## config.mk

```make
export PLATFORM = sky130hd
export DESIGN_NAME = hazard_stall_control
export DESIGN_NICKNAME = d
export VERILOG_FILES = /design/src/rtl/hazard_pkg.sv /design/src/rtl/hazard_match.sv /design/src/rtl/hazard_stall_control.sv
export SDC_FILE = /design/constraint.sdc
export NUM_CORES = 1
export LEC_CHECK = 0
export BUFFER_PORTS_ARGS = -buffer_cell sky130_fd_sc_hd__clkbuf_2
export CORE_AREA = 2 2 41 43
export CTS_BUF_LIST = sky130_fd_sc_hd__clkbuf_8
export DETAILED_ROUTE_END_ITERATION = 8
export DIE_AREA = 0 0 43 45
export GPL_ROUTABILITY_DRIVEN = 0
export GPL_TIMING_DRIVEN = 0
export PLACE_DENSITY = 0.9
export SYNTH_ARGS = -nofsm -noshare
export SYNTH_HDL_FRONTEND = slang
export SYNTH_SLANG_ARGS = --single-unit
```

## constraint.sdc

```tcl
create_clock -name Clk -period 3.6 [get_ports Clk]
set_input_delay 0.18 -clock Clk [delete_from_list [all_inputs] [get_ports Clk]]
set_output_delay 0.18 -clock Clk [all_outputs]
set_load 0.05 [all_outputs]
```

## src/rtl/hazard_pkg.sv

```systemverilog
// Shared pipeline definitions for the ID-stage hazard controller.
package hazard_pkg;

  // Controller state encodings
  localparam logic [1:0] ST_RUN    = 2'd0;
  localparam logic [1:0] ST_STALL  = 2'd1;
  localparam logic [1:0] ST_MCBUSY = 2'd2;

  // $zero is hardwired, so it never creates a dependency
  localparam logic [4:0] REG_ZERO = 5'd0;

  typedef enum logic [1:0] {
    StRun    = ST_RUN,
    StStall  = ST_STALL,
    StMcBusy = ST_MCBUSY
  } hazardState_e;

  // Stall-cycle demand from a single hazard evaluation (0, 1 or 2 cycles)
  typedef logic [1:0] stallNeed_t;

endpackage

```

## src/rtl/hazard_match.sv

```systemverilog
// Register-dependency compare with the zero-register guard.
module hazard_match
  import hazard_pkg::*;
(
  input  logic       compareEn,
  input  logic [4:0] srcReg,
  input  logic [4:0] dstReg,
  output logic       match
);

  // A write to $zero is architecturally invisible, so it never matches
  always_comb begin
    match = compareEn && (dstReg != REG_ZERO) && (dstReg == srcReg);
  end

endmodule

```

## src/rtl/hazard_stall_control.sv

```systemverilog
// ID-stage hazard controller: stalls or flushes wherever EX forwarding cannot cover a hazard
// (load-use, branch operands compared in ID, multi-cycle ops).
// Optional build macro: HAZARD_PERF_EN adds saturating StallCycles / FlushCount counters.
module hazard_stall_control
  import hazard_pkg::*;
#(
  parameter int unsigned MC_LAT = 4,
  parameter int unsigned CNT_W  = 32
) (
  input  logic             Clk,
  input  logic             Reset,
  input  logic [4:0]       ID_rs,
  input  logic [4:0]       ID_rt,
  input  logic             ID_UsesRt,
  input  logic             ID_Branch,
  input  logic             ID_MultiCycle,
  input  logic             EX_MemRead,
  input  logic             EX_RegWrite,
  input  logic [4:0]       EX_WriteReg,
  input  logic             MEM_MemRead,
  input  logic [4:0]       MEM_WriteReg,
  input  logic             EX_BranchTaken,
  output logic             PCWrite,
  output logic             IFIDWrite,
  output logic             IDEXBubble,
  output logic             IFIDFlush,
  output logic             Busy
`ifdef HAZARD_PERF_EN
  ,
  output logic [CNT_W-1:0] StallCycles,
  output logic [CNT_W-1:0] FlushCount
`endif
);

  // The 4-bit counter and MCBUSY reload both rely on this range
  if (MC_LAT < 2 || MC_LAT > 15 || CNT_W == 0) begin : gen_param_check
    $error("hazard_stall_control: MC_LAT must be 2..15 and CNT_W nonzero");
  end

  localparam logic [3:0] McReload = 4'(MC_LAT - 2);

  hazardState_e stateQ, stateD;
  logic [3:0]   cntQ, cntD;

  logic       exRsMatch, exRtMatch, memRsMatch, memRtMatch;
  logic       exMatch, memMatch;
  stallNeed_t stallNeed;

  logic         evalStall;
  hazardState_e evalState;
  logic [3:0]   evalCnt;

  hazard_match uExRs (
    .compareEn (1'b1),
    .srcReg    (ID_rs),
    .dstReg    (EX_WriteReg),
    .match     (exRsMatch)
  );

  hazard_match uExRt (
    .compareEn (ID_UsesRt),
    .srcReg    (ID_rt),
    .dstReg    (EX_WriteReg),
    .match     (exRtMatch)
  );

  hazard_match uMemRs (
    .compareEn (1'b1),
    .srcReg    (ID_rs),
    .dstReg    (MEM_WriteReg),
    .match     (memRsMatch)
  );

  hazard_match uMemRt (
    .compareEn (ID_UsesRt),
    .srcReg    (ID_rt),
    .dstReg    (MEM_WriteReg),
    .match     (memRtMatch)
  );

  // Stall demand of the instr in ID; branch-on-load from EX is the worst case
  always_comb begin
    exMatch  = exRsMatch || exRtMatch;
    memMatch = memRsMatch || memRtMatch;
    if (ID_Branch && EX_MemRead && exMatch) begin
      stallNeed = 2'd2;
    end else if (exMatch && (EX_MemRead || (ID_Branch && EX_RegWrite))) begin
      stallNeed = 2'd1;
    end else if (ID_Branch && MEM_MemRead && memMatch) begin
      stallNeed = 2'd1;
    end else begin
      stallNeed = 2'd0;
    end
  end

  // Outcome of a fresh evaluation; a data hazard outranks starting a multi-cycle op
  always_comb begin
    evalStall = (stallNeed != 2'd0);
    evalState = StRun;
    evalCnt   = 4'd0;
    if (evalStall) begin
      evalState = StStall;
      evalCnt   = {2'b00, stallNeed} - 4'd1;
    end else if (ID_MultiCycle) begin
      evalState = StMcBusy;
      evalCnt   = McReload;
    end
  end

  // State and counter register
  always_ff @(posedge Clk or negedge Reset) begin
    if (!Reset) begin
      stateQ <= StRun;
      cntQ   <= 4'd0;
    end else begin
      stateQ <= stateD;
      cntQ   <= cntD;
    end
  end

  // Next state and pipeline-control outputs; the detecting cycle already stalls
  always_comb begin
    PCWrite    = 1'b1;
    IFIDWrite  = 1'b1;
    IDEXBubble = 1'b0;
    IFIDFlush  = 1'b0;
    stateD     = stateQ;
    cntD       = cntQ;

    if (EX_BranchTaken) begin
      // Redirect wins everywhere; an in-flight multi-cycle op simply completes in EX
      IFIDFlush  = 1'b1;
      IDEXBubble = 1'b1;
      stateD     = StRun;
      cntD       = 4'd0;
    end else begin
      unique case (stateQ)
        StRun: begin
          if (evalStall) begin
            PCWrite    = 1'b0;
            IFIDWrite  = 1'b0;
            IDEXBubble = 1'b1;
          end
          stateD = evalState;
          cntD   = evalCnt;
        end
        StStall: begin
          if (cntQ != 4'd0) begin
            PCWrite    = 1'b0;
            IFIDWrite  = 1'b0;
            IDEXBubble = 1'b1;
            cntD       = cntQ - 4'd1;
          end else begin
            // Exit cycle: the ID instr is re-evaluated against the advanced pipeline
            if (evalStall) begin
              PCWrite    = 1'b0;
              IFIDWrite  = 1'b0;
              IDEXBubble = 1'b1;
            end
            stateD = evalState;
            cntD   = evalCnt;
          end
        end
        StMcBusy: begin
          PCWrite    = 1'b0;
          IFIDWrite  = 1'b0;
          IDEXBubble = 1'b1;
          if (cntQ == 4'd0) begin
            stateD = StRun;
          end else begin
            cntD = cntQ - 4'd1;
          end
        end
        default: begin
          stateD = StRun;
          cntD   = 4'd0;
        end
      endcase
    end
  end

  // Busy flags any non-RUN state
  always_comb begin
    Busy = (stateQ != StRun);
  end

`ifdef HAZARD_PERF_EN
  logic [CNT_W-1:0] stallCntQ, flushCntQ;

  // Saturating performance counters
  always_ff @(posedge Clk or negedge Reset) begin
    if (!Reset) begin
      stallCntQ <= '0;
      flushCntQ <= '0;
    end else begin
      if (!PCWrite && (stallCntQ != {CNT_W{1'b1}})) begin
        stallCntQ <= stallCntQ + CNT_W'(1);
      end
      if (IFIDFlush && (flushCntQ != {CNT_W{1'b1}})) begin
        flushCntQ <= flushCntQ + CNT_W'(1);
      end
    end
  end

  assign StallCycles = stallCntQ;
  assign FlushCount  = flushCntQ;
`endif

endmodule

```

; ---- Word-level counts from Yosys, hierarchy flattened
; Cells that the tools add are included.
[classes]
addsub = 2
mul = 0
div = 0
order_cmp = 0
n_eq_ne = 9
n_shift = 0
n_mux = 24
bitwise_logic = 0
n_reduce_logical = 23
[op_table]
columns = cell, n
row1 = 5-bit == test, 4
row2 = 4-bit 2-to-1 mux, 4
row3 = 2-bit 2-to-1 mux, 7
row4 = 1-bit logical AND, 12
row5 = 4-bit one-hot mux with 3 select lines, 1
row6 = 5-bit nonzero test, 2
row7 = 1-bit 2-to-1 mux, 9
row8 = "3-bit != test, second input constant", 3
row9 = 1-bit one-hot mux with 3 select lines, 2
row10 = 2-bit one-hot mux with 3 select lines, 1
row11 = 4-bit logical NOT, 1
row12 = 2-bit nonzero test, 2
row13 = 4-bit nonzero test, 1
row14 = "4-bit by 1-bit subtractor with 4-bit output, second input constant", 1
row15 = 1-bit logical OR, 3
row16 = "2-bit by 1-bit subtractor with 3-bit output, second input constant", 1
row17 = "2-bit by 1-bit == test with 1-bit output, second input constant", 1
row18 = "2-bit == test, second input constant", 1
row19 = 2-bit logical NOT, 1
row20 = 2-bit AND reduction, 1
[word_totals]
reg_bits = 6
latch_bits = 0
ram_bits = 0
rom_bits = 0
in_bits = 29
out_inout_bits = 5
wordCells = 60
memories = 0

; ---- Longest topological paths before layout
; Gate-level depths: netlist of the first run.
[logic_depth]
ltp_word = 13
mapped_depth = 9
depth_no_buf = 8

; ---- Modules after synthesis
; From an unflattened synthesis of the first run, not the netlist that was laid out.
[unflattened]
hier_cells = 93
hier_area_um2 = 735.7
[modules_own_cells]
columns = module, n_inst, cells_per_inst, area_each_um2
row1 = hazard_stall_control, 1, 53, 430.4
row2 = hazard_match, 4, 10, 76.3

; ---- Worst setup path before layout of the first run
; Ideal clock, no wire load.
[synth_path]
path_type = reg2out
startpoint = reg cntQ[0]
endpoint = out PCWrite
arrival_time_ns = 1.996
t_required_ns = 3.420
setup_slack_ns = 1.424
stages_incl_launch_ff = 10
n_path_buf = 1
path_cell_list = dfrtp_1 > inv_1 > ha_1 > nor3b_2 > nand2b_1 > nor2_1 > nor2_1 > o21ai_1 > nand2b_1 > buf_4
[synth_between]
elab_chain_len = 4
[synth_rtl]
columns = item, line
row1 = start: declaration, hazard_stall_control.sv:43  ; logic [3:0] cntQ, cntD;
row2 = start signal: assignment, hazard_stall_control.sv:117  ; cntQ <= cntD;
row3 = 4-bit nonzero test, hazard_stall_control.sv:148  ; if (cntQ != 4'd0) begin
row4 = 1-bit 2-to-1 mux, --
row5 = 1-bit one-hot mux with 3 select lines, --
row6 = 1-bit 2-to-1 mux, --
row7 = end: declaration, hazard_stall_control.sv:23  ; output logic PCWrite,
; Every way passes these cells.

; ---- Worst setup path in the final report of the first run
[layout_path]
startpoint = reg cntQ[0]
endpoint = out IDEXBubble
[layout_between]
elab_chain_len = 4
[layout_rtl]
columns = item, line
row1 = 4-bit nonzero test, hazard_stall_control.sv:148
row2 = 1-bit 2-to-1 mux, hazard_stall_control.sv:148
row3 = 1-bit one-hot mux with 3 select lines, hazard_stall_control.sv:137  ; unique case (stateQ)
row4 = 1-bit 2-to-1 mux, hazard_stall_control.sv:130  ; if (EX_BranchTaken) begin
row5 = end: declaration, hazard_stall_control.sv:25  ; output logic IDEXBubble,
; Every way passes these cells.

==> results.cfg, run 1 <==
[run_status]
outcome = finished, final reports clean

[die]
die_w_um = 43
num_rows = 14
dieHeight_um = 45
die_area_mm2 = 0.00194
initial_core_util = 0.486
core_region_area_mm2 = 0.00147
io_pins = 34

[synth]
async_flop_share = 1.00
syn_nets = 118
yosysMostFrequentCell = xnor2_1
synth.largest_area_cell = xnor2_1
synth_seq_cells = 6
synth-edff-count = 0
synth_area_leaders = xnor2_1 (24%), dfrtp_1 (21%), a21oi_1 (3.5%), ha_1 (3.5%), nand2_1 (3.1%)
syn_area_per_cell_um2 = 8.23
synth_area_um2 = 716
synth_top_cell_area_share = 0.245
synth_xor_area_frac = 0.269
synth_compound_area_frac = 0.191
synthFlopType = dfrtp_1
yosysWarnings = 0
synth.top_cells.by_count = xnor2_1 (20), dfrtp_1 (6), nand2_1 (6), nor2_1 (6), a21oi_1 (5)
synthAdderAreaFrac = 0.0350
synth-simple-area-share = 0.257
synth_top_family_by_area = XOR/XNOR gates
syn-instance-count = 87
muxShareOfSynthArea = 0
ys_types = 32
ys_seq_area_frac = 0.210

[layout]
final.fill_count = 127
syn_to_final_growth_pct = 33.0
n_antenna_cell = 0
seq_area_um2 = 150
final_nets = 157
final_cells = 140
drive_gt1_frac = 0.355
multi_input_area_um2 = 538

[pwr]
pwr-share-clk = 0.323
p_sw_frac = 0.346
p_comb_frac = 0.429
power.switching_uw = 107
power_density_mw_per_mm2 = 325
peakVddDrop_mv = 0.157
intPower_uw = 202
seqPwrFrac = 0.248
power_leakage_uw = 0.000432

[timing]
fin_skew_ps = 4.94
timing.fmax_mhz = 416
finalSetupTns_ps = 0
tightest_slew_ps = 460
finalCritPeriodShare = 0.669
setup_violations = 0
rsz0062_at_grt = false
slew_headroom = 0.692
slew_violations = 0
finalCriticalPeriod_ps = 2410
finalHoldViolations = 0

[critical_path]
crit_path_max_fanout = 8
cp-start-kind = register
cp_slowest_cell = nor3b_2
end_kind = output port
path_common_cell = nor2_1
critical_path_class = register to output port
cpPeakStageDelay_ps = 410
cp_data_arrival_time_ps = 2230
path_cells = inv_1 -> ha_1 -> nor3b_2 -> nand2b_1 -> nor2_1 -> nor2_1 -> o21ai_1 -> or2_1 -> clkbuf_2
cp.required_ps = 3420

[clocking]
numCtsBuffers = 3
cts-root-buf = clkbuf_8
cts_buffer_depth = 2
path_clk_slew_ps = 40
cts_sinks = 6
cts_hold_buf = 1
htreeDepth = 1
cts_tree = done
insertion_delay_ps = 220
cts_resized = 0
cts_setup_buffers = 0

[placement]
io_buffers = 33
place_inst = 136
dp_hpwl_um = 1480

[global_route]
grt_start_max_net_pins = 11
first_global_vias = 712
grt_pass1_wl_um = 2800
grt_use_total = 0.195
grt_overflow = 0
grt_antenna_before_repair = 0

[route]
wl_per_cell_um = 12.3
drtPass1Iterations = 4
num_vias = 730
ant_nets = 0
drcViolationCount = 0
finalWirelength_um = 1720
drt_iter0_markers = 7
via_per_inst = 5.21

[run]
drv_cap = 0

[worst_hold_path]
hp-class = input port to register
==> power groups by stage <==
stage               Combinational, µW  Clock, µW  Sequential (µW)
detailed placement                132          0             77.3
finish                            132       99.9             76.7
global route                      145        107             77.4
global placement                  127          0             77.1
floorplan                        89.9          0             76.4
CTS                               133        102             76.4
==> state kept, by name, indices dropped and copies added, names as in the netlist <==
register	flops
cntQ	4
stateQ	2
==> cell usage in the layout, fill, tap and decap left out, types with 2 or more instances in the layout <==
master / netlist / final
clkbuf_2: 0 / 33
xnor2_1: 20 / 20
nand2_1: 6 / 6
nor2_1: 6 / 6
dfrtp_1: 6 / 6
a21oi_1: 5 / 5
nand3_1: 4 / 4
nand4_1: 3 / 3
nor3_1: 3 / 3
nor2b_1: 3 / 3
clkbuf_8: 0 / 3
inv_1: 2 / 2
xor2_1: 2 / 2
a21o_1: 2 / 2
or3_1: 2 / 2
nand2b_1: 2 / 2
o21ai_0: 2 / 2
ha_1: 2 / 2
buf_4: 2 / 2
==> layer usage <==
metal  vias to the layer above  GRT usage  share of wire
met2                        25      0.394           0.54
met1                       318      0.197           0.39
li1                        385          -              -
met4                         0     0.0909         0.0052
met5                         -          0              0
met3                         2     0.0280          0.062
==> path summary, 6_finish.rpt <==
kind / from / to / slack (ps) / cells after the start
min in group asynchronous: Reset / cntQ[1]$_DFFE_PN0P_ / 320 / 2
min: ID_MultiCycle / stateQ[1]$_DFFE_PN0P_ / 220 / 3
max: cntQ[0]$_DFFE_PN0P_ / IDEXBubble / 1190 / 9
min reg2reg: cntQ[3]$_DFFE_PN0P_ / cntQ[3]$_DFFE_PN0P_ / 590 / 2
max in group asynchronous: Reset / cntQ[3]$_DFFE_PN0P_ / 3120 / 2
max reg2reg: cntQ[0]$_DFFE_PN0P_ / cntQ[1]$_DFFE_PN0P_ / 1890 / 7
==> cell families after synthesis <==
logic type / after synthesis
AND/OR/NAND/NOR: 34
XOR/XNOR: 22
AO/OA/AOI/OAI: 18
flip-flops: 6
buffers and inverters: 5
adder cells (fa/ha/maj): 2
==> stage by stage <==
stage	area [µm²]	setup WS, ps	util	hold slack (ps)	power (µW)
6_report	952	1190	0.647	219	309
5_1_grt	952	1050	0.647	250	329
4_1_cts	952	1210	0.647	220	312
3_5_place_dp	901	1460	0.612	19.9	209
3_3_place_gp	901	1530	0.612	13.9	204
2_1_floorplan	716	1420	-	-116	166
==> cell type report <==
type                    count  share of cell area
plain buffers               3              0.0210
clock buffers               3              0.0434
inverters                   2             0.00788
multi-input cells          76               0.565
flip-flops and latches      6               0.158
well taps                  16              0.0210
repair buffers             34               0.184
==> critical path, delay by kind of cell, from the launching register on <==
family / cells / cell delay [ps]
compound gates: 1 / 80
fa+ha+maj: 1 / 140
simple gates: 5 / 1060
flops: 1 / 400
buf+inv: 2 / 330
(Power assumes the default switching activity.)
==> run 2, diff against run 1 <==
--- a/config.mk
+++ b/config.mk
@@ -6,13 +6,13 @@
 export NUM_CORES = 1
 export LEC_CHECK = 0
 export BUFFER_PORTS_ARGS = -buffer_cell sky130_fd_sc_hd__clkbuf_2
-export CORE_AREA = 2 2 41 43
+export CORE_AREA = 2 2 43 45
 export CTS_BUF_LIST = sky130_fd_sc_hd__clkbuf_8
 export DETAILED_ROUTE_END_ITERATION = 8
-export DIE_AREA = 0 0 43 45
+export DIE_AREA = 0 0 45 47
 export GPL_ROUTABILITY_DRIVEN = 0
 export GPL_TIMING_DRIVEN = 0
-export PLACE_DENSITY = 0.9
+export PLACE_DENSITY = 0.83
 export SYNTH_ARGS = -nofsm -noshare
 export SYNTH_HDL_FRONTEND = slang
 export SYNTH_SLANG_ARGS = --single-unit
==> constraint.sdc (replaced) <==
create_clock -name Clk -period 2.28 [get_ports Clk]
set_input_delay 0.114 -clock Clk [delete_from_list [all_inputs] [get_ports Clk]]
set_output_delay 0.114 -clock Clk [all_outputs]
set_load 0.05 [all_outputs]
==> run 2 against run 1 <==
Clock-buffer cell count stayed put. Combinational power up 75%. Via count up 5.1%. Critical endpoint unchanged. Largest power group unchanged. Highest routed layer unchanged. Worst hold slack worse by 69 ps. Sequential power increased by 59%. First-iteration DRC count increased to 4.0 times the previous value.
==> results.cfg, run 2 (synthesis gave the netlist of run 1 again) <==
[run_status]
outcome = finished, final reports clean

[layout]
seq_area_um2 = 150
final_cells = 144
final_nets = 160
largest_reg_flops = 4
reg_top3 = cntQ x4, stateQ x2
n_antenna_cell = 0
multi_input_area_um2 = 552
finish.utilization = 0.601
final_cell_mix = clkbuf_2 (32), xnor2_1 (20), nand2_1 (6), nor2_1 (6), dfrtp_1 (6)
stdcell_area_um2 = 992
syn_to_final_growth_pct = 38.6
drive_gt1_frac = 0.378
top_register = cntQ
layout_commonest_cell = clkbuf_2
final.fill_count = 164

[timing]
finalCritPeriodShare = 0.938
finalHoldViolations = 0
setup_violations = 0
slew_violations = 0
worst_slack_ps = 142
timing.fmax_mhz = 468
fin_skew_ps = 2.40
tightest_slew_ps = 315
finalCriticalPeriod_ps = 2140
slew_headroom = 0.790
finalSetupTns_ps = 0

[critical_path]
crit_path_max_fanout = 6
r2r-end = cntQ[1]$_DFFE_PN0P_
path_delay_family = simple AND/OR/NAND/NOR gates
cpPeakStageDelay_ps = 410
cp-start-kind = register
path_cells = inv_1 -> ha_1 -> nor3b_4 -> nand2b_4 -> nor2_1 -> nor2_1 -> o21ai_1 -> or2_1 -> clkbuf_2
r2r_setup_slack_ps = 630
end_kind = output port
path_common_cell = nor2_1
ff2ff_path_depth = 8
cp_slowest_cell = dfrtp_1
regToRegStartpoint = cntQ[0]$_DFFE_PN0P_
cp_data_arrival_time_ps = 2020
cp.required_ps = 2170
critical_path_class = register to output port
path_buf_inv = 2

[route]
ant_nets = 0
drcViolationCount = 0
drtPass1Iterations = 5
wl_per_cell_um = 11.8
num_vias = 767
drt_iter0_markers = 28
via_per_inst = 5.33
finalWirelength_um = 1700

[worst_hold_path]
hold_path.startpoint = ID_MultiCycle
hp-class = input port to register
hold_depth = 3
min_to = stateQ[1]$_DFFE_PN0P_

[global_route]
grt_antenna_before_repair = 0
grt_overflow = 0
first_global_vias = 725
grt_start_max_net_pins = 11
grt_use_total = 0.180
grt_pass1_wl_um = 2750

[pwr]
power_leakage_uw = 0.000456
power_density_mw_per_mm2 = 519
pwr-share-clk = 0.315
seqPwrFrac = 0.236
power.switching_uw = 177
peakVddDrop_mv = 0.232
intPower_uw = 339
p_comb_frac = 0.449
p_sw_frac = 0.343

[clocking]
insertion_delay_ps = 220
cts_tree = done
cts_buffer_depth = 2
numCtsBuffers = 3
htreeDepth = 1
cts-root-buf = clkbuf_8
path_clk_slew_ps = 40
cts_sinks = 6

[placement]
place_inst = 137
place_area_um2 = 902
dp_slack_ps = 198
dp_hpwl_um = 1400
io_buffers = 33

[die]
io_pins = 34
die_area_mm2 = 0.00212
die_w_um = 45
dieHeight_um = 47
num_rows = 15
initial_core_util = 0.433
core_region_area_mm2 = 0.00165

[run]
drv_cap = 0
-- run 2: metal layers --
layer	vias up	routed length, µm	global-route usage
met5	-	0	0
met3	2	86	0.0231
met2	23	941	0.354
li1	387	-	-
met4	0	25	0.0882
met1	355	648	0.185
-- run 2: final cells by class --
cell class / instances / share of cell area
inverters: 2 / 0.00757
plain buffers: 3 / 0.0202
well taps: 17 / 0.0214
clock buffers: 3 / 0.0416
flip-flops and latches: 6 / 0.151
repair buffers: 37 / 0.202
multi-input cells: 76 / 0.556
-- run 2: timing repair --
item	in CTS	in global routing
setup endpoints to repair	2	3
gates resized for setup	1	3
hold endpoints to repair	6	0
buffers inserted	0	3
hold buffers	1	0
-- run 2: power groups by stage --
stage | combinational (µW) | sequential, µW | clock, µW
6_report | 231 | 122 | 162
2_1_floorplan | 142 | 121 | 0
3_3_place_gp | 201 | 122 | 0
3_5_place_dp | 207 | 122 | 0
4_1_cts | 213 | 122 | 165
5_1_grt | 254 | 123 | 168
-- run 2: worst max-delay path by stage --
stage / from / endpoint / slack [ps] / cells after the start
floorplan: cntQ[0]$_DFFE_PN0P_ / PCWrite / 170 / 9
global placement: cntQ[0]$_DFFE_PN0P_ / PCWrite / 250 / 10
detailed placement: cntQ[0]$_DFFE_PN0P_ / PCWrite / 200 / 10
CTS: cntQ[0]$_DFFE_PN0P_ / PCWrite / 30 / 10
global route: cntQ[0]$_DFFE_PN0P_ / IDEXBubble / -6 / 9
finish: cntQ[0]$_DFFE_PN0P_ / IDEXBubble / 140 / 9
-- run 2: worst min-delay path, stage by stage --
cell and delay, ps:
clkbuf_2 90, a21oi_1 50, nor2_1 70
-- run 2: stage by stage --
stage / power [µW] / hold slack [ps]
after floorplan: 263 / -182
after global placement: 323 / -49.8
after detailed placement: 330 / -43.6
after CTS: 500 / 157
after global routing: 545 / 173
final: 515 / 150
